## src/rtl/counter_pkg.sv

```systemverilog
`default_nettype none
// +----------------------------------------------------------------------+
// | counter_pkg                                                          |
// | Shared constants for the up/down counter synthesis wrapper.          |
// | Revision: 1.0                                                        |
// +----------------------------------------------------------------------+
package counter_pkg;

    localparam logic DIR_UP   = 1'b0;
    localparam logic DIR_DOWN = 1'b1;

    localparam int COUNTER_WIDTH_DEFAULT = 4;
    localparam int SYNC_STAGES_DEFAULT   = 2;

endpackage : counter_pkg
`default_nettype wire

```

## src/rtl/counter_synth_wrapper_if.sv

```systemverilog
`default_nettype none
// +----------------------------------------------------------------------+
// | counter_synth_wrapper_if                                             |
// | Direction-select input and count output of the counter wrapper.      |
// | Revision: 1.0                                                        |
// +----------------------------------------------------------------------+
interface counter_synth_wrapper_if #(
    parameter int WIDTH = 4
);

    logic             sel_i;
    logic [WIDTH-1:0] data_o;

    // The master drives direction and observes the count; the slave is the wrapper.
    modport master (
        output sel_i,
        input  data_o
    );

    modport slave (
        input  sel_i,
        output data_o
    );

endinterface : counter_synth_wrapper_if
`default_nettype wire

```

## src/rtl/updown_counter_core.sv

```systemverilog
`default_nettype none
// +----------------------------------------------------------------------+
// | updown_counter_core                                                  |
// | WIDTH-bit free-running counter with modulo-2^WIDTH up/down wrap.     |
// | Revision: 1.0                                                        |
// +----------------------------------------------------------------------+
module updown_counter_core
    import counter_pkg::*;
#(
    parameter int WIDTH = COUNTER_WIDTH_DEFAULT
) (
    input  wire logic             clk,
    input  wire logic             rst_n,
    input  wire logic             dir_i,
    output logic [WIDTH-1:0]      count_o
);

    localparam logic [WIDTH-1:0] c_one = WIDTH'(1);

    logic [WIDTH-1:0] r_count;

    // Unsigned arithmetic truncated to WIDTH gives the wrap in both directions.
    always_ff @(posedge clk or posedge rst_n) begin
        if (rst_n) begin
            r_count <= '0;
        end else if (dir_i == DIR_DOWN) begin
            r_count <= r_count - c_one;
        end else begin
            r_count <= r_count + c_one;
        end
    end

    assign count_o = r_count;

endmodule : updown_counter_core
`default_nettype wire

```

## src/rtl/counter_synth_wrapper.sv

```systemverilog
`default_nettype none
// +----------------------------------------------------------------------+
// | counter_synth_wrapper                                                |
// | Synthesis top: sel_i synchronizer feeding one up/down counter core.  |
// | Revision: 1.0                                                        |
// +----------------------------------------------------------------------+
module counter_synth_wrapper
    import counter_pkg::*;
#(
    parameter int WIDTH       = COUNTER_WIDTH_DEFAULT,
    parameter int SYNC_STAGES = SYNC_STAGES_DEFAULT
) (
    input  wire logic              clk,
    input  wire logic              rst_n,
    counter_synth_wrapper_if.slave bus
);

    logic [SYNC_STAGES-1:0] r_sync;
    logic                   w_dir;
    logic [WIDTH-1:0]       w_count;

    // Reset value of every stage is DIR_UP, so the first SYNC_STAGES edges count up.
    generate
        if (SYNC_STAGES == 1) begin : g_sync_single
            always_ff @(posedge clk or posedge rst_n) begin
                if (rst_n) begin
                    r_sync <= {SYNC_STAGES{DIR_UP}};
                end else begin
                    r_sync[0] <= bus.sel_i;
                end
            end
        end else begin : g_sync_multi
            always_ff @(posedge clk or posedge rst_n) begin
                if (rst_n) begin
                    r_sync <= {SYNC_STAGES{DIR_UP}};
                end else begin
                    r_sync <= {r_sync[SYNC_STAGES-2:0], bus.sel_i};
                end
            end
        end
    endgenerate

    assign w_dir = r_sync[SYNC_STAGES-1];

    updown_counter_core #(
        .WIDTH (WIDTH)
    ) u_core (
        .clk     (clk),
        .rst_n   (rst_n),
        .dir_i   (w_dir),
        .count_o (w_count)
    );

    assign bus.data_o = w_count;

endmodule : counter_synth_wrapper
`default_nettype wire

```

## src/flat_wrapper.sv

```systemverilog
// flat-port wrapper written by rule: the top's interface ports become plain ports
module counter_synth_wrapper_flat import counter_pkg::*;
#(
    parameter int WIDTH       = COUNTER_WIDTH_DEFAULT,
    parameter int SYNC_STAGES = SYNC_STAGES_DEFAULT
)
  (clk, rst_n, bus_sel_i, bus_data_o);
  counter_synth_wrapper_if #(.WIDTH(WIDTH)) bus_i ();
  input  wire logic clk;
  input  wire logic rst_n;
  input wire logic [$bits(bus_i.sel_i)-1:0] bus_sel_i;
  output wire logic [$bits(bus_i.data_o)-1:0] bus_data_o;
  assign bus_i.sel_i = bus_sel_i;
  assign bus_data_o = bus_i.data_o;
  counter_synth_wrapper #(.WIDTH(WIDTH), .SYNC_STAGES(SYNC_STAGES)) u_core (.clk(clk), .rst_n(rst_n), .bus(bus_i));
endmodule
```

## config.mk

```make
export PLATFORM = sky130hd
export DESIGN_NAME = counter_synth_wrapper_flat
export DESIGN_NICKNAME = d
export VERILOG_FILES = /design/src/rtl/counter_pkg.sv /design/src/rtl/counter_synth_wrapper_if.sv /design/src/rtl/updown_counter_core.sv /design/src/rtl/counter_synth_wrapper.sv /design/src/flat_wrapper.sv
export SDC_FILE = /design/constraint.sdc
export NUM_CORES = 1
export LEC_CHECK = 0
export BUFFER_PORTS_ARGS = -buffer_cell sky130_fd_sc_hd__buf_4
export CAP_MARGIN = 20
export CORE_AREA = 10 10 47 49
export CTS_CLUSTER_DIAMETER = 200
export DETAILED_ROUTE_END_ITERATION = 12
export DIE_AREA = 0 0 57 59
export PLACE_DENSITY = 0.33
export SKIP_CTS_REPAIR_TIMING = 1
export SLEW_MARGIN = 20
export SYNTH_ARGS = -nofsm -noshare
export SYNTH_HDL_FRONTEND = slang
export SYNTH_SLANG_ARGS = --single-unit
```

## constraint.sdc

```tcl
create_clock -name clk -period 1.4 [get_ports clk]
set_input_delay 0.07 -clock clk [delete_from_list [all_inputs] [get_ports clk]]
set_output_delay 0.07 -clock clk [all_outputs]
set_load 0.03 [all_outputs]
```

# Word level (Yosys, flattened, before mapping)

Index checks and enable logic that the tools add are counted.

Register bits after elaboration: 6
Input port bits: 3

Add/sub/neg operators: 2
Mux-type cells: 1

Operators with widths:

| operator                                          | count |
|---|---|
| adder 4 x 1 -> 4 bit (second input constant)      | 1 |
| two-way mux 4 bit                                 | 1 |
| subtractor 4 x 1 -> 4 bit (second input constant) | 1 |

# Depth between registers and ports, before layout

Word-level depth: 2
Mapped depth: 4

# Modules after synthesis

A second synthesis with hierarchy kept.

Cells, all modules: 20
Area, all modules: 260.2 µm²

By module, submodules not included:

| module                | times used | cells an instance | area each (µm²) | sequential area each (µm²) |
|---|---|---|---|---|
| updown_counter_core   | 1          | 17                | 206.4           | 100.1 |
| counter_synth_wrapper | 1          | 3                 | 53.8            | 50.0 |

# Worst setup path after synthesis

Ideal clock, no wire load.

Kind: register to register
Start point: register u_core.u_core.r_count[1] (netlist: u_core.u_core.count_o[1])
End point: register u_core.u_core.r_count[3] (netlist: u_core.u_core.count_o[3])
Arrival: 1.193 ns
Setup slack: 0.084 ns
Stages on the path, launching flop included: 5
Buffers on the path: 0
Cells stage by stage: dfrtp_1 > ha_1 > a21o_1 > a21oi_2 > xnor2_1

Cells in the longest elaborated chain, start to end: 2
Elaborated cells between the ends (all ways): 3
Classes of those cells: add/sub (2); mux (1)

Ends and longest elaborated chain:

| item                                                              | line                                                 | RTL |
|---|---|---|
| start, declared                                                   | updown_counter_core.sv:20                            | `logic [WIDTH-1:0] r_count;` |
| start signal, assigned                                            | updown_counter_core.sv:27                            | `r_count <= r_count - c_one;` |
| start signal, assigned                                            | updown_counter_core.sv:29                            | `r_count <= r_count + c_one;` |
| adder 4 x 1 -> 4 bit or subtractor 4 x 1 -> 4 bit (tied branches) | updown_counter_core.sv:29, updown_counter_core.sv:27 |  |
| two-way mux 4 bit *                                               | updown_counter_core.sv:26                            | `end else if (dir_i == DIR_DOWN) begin` |

Every way passes the cells marked *; elsewhere a longest branch is shown, timed or not.

# Final worst setup path

Start point: register u_core.r_sync[1]
End point: register u_core.u_core.r_count[3] (netlist: u_core.u_core.count_o[3])

Cells in the longest elaborated chain, start to end: 1

Ends and longest elaborated chain:

| item                   | line                        | RTL |
|---|---|---|
| start, declared        | counter_synth_wrapper.sv:18 | `logic [SYNC_STAGES-1:0] r_sync;` |
| start signal, assigned | counter_synth_wrapper.sv:35 | `r_sync <= {SYNC_STAGES{DIR_UP}};` |
| start signal, assigned | counter_synth_wrapper.sv:37 | `r_sync <= {r_sync[SYNC_STAGES-2:0], bus.sel_i};` |
| two-way mux 4 bit      | updown_counter_core.sv:26   |  |

Every way passes these cells.

==> flow_summary_export.csv <==
group,metric,value,unit
status,status,"completed",
sta,fin_skew,7.13,ps
clock_tree,cts_max_path_buffers,2,
detailed_routing,first_pass_iters,3,
detailed_routing,drc_errors,0,
setup_path,r2r_end,"u_core.u_core.count_o[3]$_DFF_PP0_",
global_route,grt_max_degree,7,
setup_path,crit_arrival,1390,ps
synthesis,syn_nets,25,
synthesis,yosysTopAreaCellShare,0.585,
finish,area_growth,42.0,%
clock_tree,cts_max_level,1,
finish,nets,38,
synthesis,ys_seq_area_frac,0.585,
sta,setup_ws,174,ps
global_route,gr-total-overflow,0,
setup_path,critPathSlowestCell,"dfrtp_1",
sta,layout_worst_path_cycle_share,0.876,
detailed_routing,vias_per_cell,3.28,
pwr,ir_worst_vdd,0.592,mV
setup_path,critical_path_buf_inv_count,0,
sta,finalSetupViolCount,0,
setup_path,setup.worst_path.class,"flip-flop to flip-flop",
detailed_routing,ant_nets,0,
floorplanning,die_w,57,um
synthesis,syn_area,256,sq um
setup_path,required,1570,ps
setup_path,path_depth,4,
flow_run,maxCapViolations,0,
synthesis,synth_area_leaders,"dfrtp_1 59%, ha_1 9.8%, fa_1 7.8%, inv_1 7.3%, xnor2_1 6.8%",
sta,finalHoldViolCount,0,
pwr,p_leak,0.190,nW
sta,rsz0062_at_grt,"false",
clock_tree,clk_pin_slew,50,ps
clock_tree,cts_made_buffers,3,
finish,n_antenna_cell,0,
setup_path,startpoint_type,"flip-flop",
sta,final.setup.tns,0,ps
clock_tree,clkSinkCount,6,
global_route,antenna_found_initial,0,
sta,fmax,815,MHz
floorplanning,io_pins,7,
setup_path,rr_startpoint,"u_core.r_sync[1]$_DFF_PP0_",
global_route,grt_pass1_vias,188,
setup_path,critPathMaxFanout,4,
clock_tree,clk_latency,240,ps
sta,worst_pin_slew,228,ps
detailed_routing,vias,151,
floorplanning,die_y,59,um
synthesis,syn-instance-count,19,
placed_design,place_congestion,0.572,
finish,drive_above_1_share,0.333,
clock_tree,cts_root_buf,"clkbuf_4",
clock_tree,cts_tree,"built",
detailed_routing,drtIter0Drc,2,
floorplanning,rows,14,
setup_path,r2r_slack,170,ps
setup_path,reg2regPathDepth,4,
sta,fin_crit,1230,ps
min_path,min_path_type,"input pin to async pin",
synthesis,yosys.area.top_type,"dfrtp_1",
global_route,track_usage,0.0338,
synthesis,yosysWarnings,0,
setup_path,crit_family,"flip-flops",
floorplanning,die-area,3360,sq um
setup_path,endpoint_kind,"flip-flop",
floorplanning,start_util,0.183,
setup_path,max_stage_delay,420,ps
floorplanning,core_area,1400,sq um
detailed_routing,wl,453,um
placed_design,port_buffers,6,
setup_path,path_cells,"ha_1, a21o_1, a21oi_2, xnor2_1",
placed_design,place_ws,147,ps
global_route,grt_pass1_wl,800,um
synthesis,synth_area_per_cell,13.5,sq um
setup_path,crit_end,"u_core.u_core.count_o[3]$_DFF_PP0_",
sta,slew_viol_final,0,
synthesis,synthDistinctLibCells,8,
sta,slew_headroom,0.848,
setup_path,crit_start,"u_core.r_sync[1]$_DFF_PP0_",
detailed_routing,route.detailed.wl_per_inst,9.85,um
pwr,power_density,2100,nW/um^2
synthesis,ys_ff_latch,6,
-- where the power goes --
group	internal (W)	switching (W)	total [W]
Sequential	0.000225	0.0000322	0.000258
Combinational	0.000158	0.000194	0.000351
Clock	0.0000968	0.0000595	0.000156
Total	0.000480	0.000285	0.000765
-- synthesized netlist by cell type --
| cell | count |
|---|---|
| dfrtp_1 | 6 |
| inv_1 | 5 |
| ha_1 | 2 |
| xnor2_1 | 2 |
| a21o_1 | 1 |
| a21oi_2 | 1 |
| fa_1 | 1 |
| xor2_1 | 1 |
-- registers in the layout, indices dropped and copies added, names as in the netlist --
| name | cells |
|---|---|
| u_core.u_core.count_o | 4 |
| u_core.r_sync | 2 |
-- kinds of logic (layout without fill, tap and decap cells) --
family | count (synthesis) | in the layout | synth area share
compound gates | 2 | 2 | 0.0634
xor+xnor | 3 | 3 | 0.102
fa+ha+maj | 3 | 3 | 0.176
flops | 6 | 6 | 0.585
buf+inv | 5 | 16 | 0.0732
-- how the worst min path moves through the flow --
| stage | from | to | slack [ps] | cells after the start |
|---|---|---|---|---|
| after floorplan | rst_n | u_core.r_sync[0]$_DFF_PP0_ | -140 | 1 |
| after global placement | rst_n | u_core.u_core.count_o[2]$_DFF_PP0_ | 4 | 2 |
| after detailed placement | rst_n | u_core.u_core.count_o[2]$_DFF_PP0_ | 9 | 2 |
| after CTS | rst_n | u_core.u_core.count_o[2]$_DFF_PP0_ | -250 | 2 |
| after global routing | rst_n | u_core.u_core.count_o[2]$_DFF_PP0_ | 310 | 3 |
| final | rst_n | u_core.u_core.count_o[2]$_DFF_PP0_ | 300 | 3 |
-- per-stage QoR --
step | cells | hold slack [ps] | area, sq um | utilization | power, W
after CTS | 44 | -255 | 344 | 0.246 | 0.000783
after global placement | 41 | 4.30 | 322 | 0.229 | 0.000612
after floorplan | 19 | -139 | 256 | - | 0.000507
after global routing | 46 | 315 | 364 | 0.260 | 0.000830
after detailed placement | 41 | 9.41 | 322 | 0.229 | 0.000618
final | 46 | 298 | 364 | 0.260 | 0.000765
-- layer usage --
layer / share of wire / routed length, um / track usage / vias up
li1: - / - / - / 79
met1: 0.44 / 200 / 0.0323 / 68
met2: 0.50 / 227 / 0.0465 / 4
met3: 0.055 / 25 / 0.0258 / 0
met4: 0 / 0 / 0.0302 / 0
met5: 0 / 0 / 0 / -
-- placed cells by master, fill, tap and decap left out --
master	netlist	routed
fa_1	1	1
xor2_1	1	1
a21o_1	1	1
ha_1	2	2
dfrtp_1	6	6
inv_1	5	5
buf_4	0	6
dlygate4sd3_1	0	2
clkbuf_4	0	3
a21oi_2	1	1
xnor2_1	2	2
-- final cells by class --
cell class	instances	area, sq um
Fill cell	160	1040
Sequential cell	6	150
Multi-Input combinational cell	8	87.6
Timing Repair Buffer	8	65.1
Clock buffer	3	22.5
Tap cell	16	20.0
Inverter	5	18.8
-- worst min-delay path: cells and delay by family --
kind	cells	cell delay, ps
buf+inv	3	840
(Power assumes the default switching activity.)
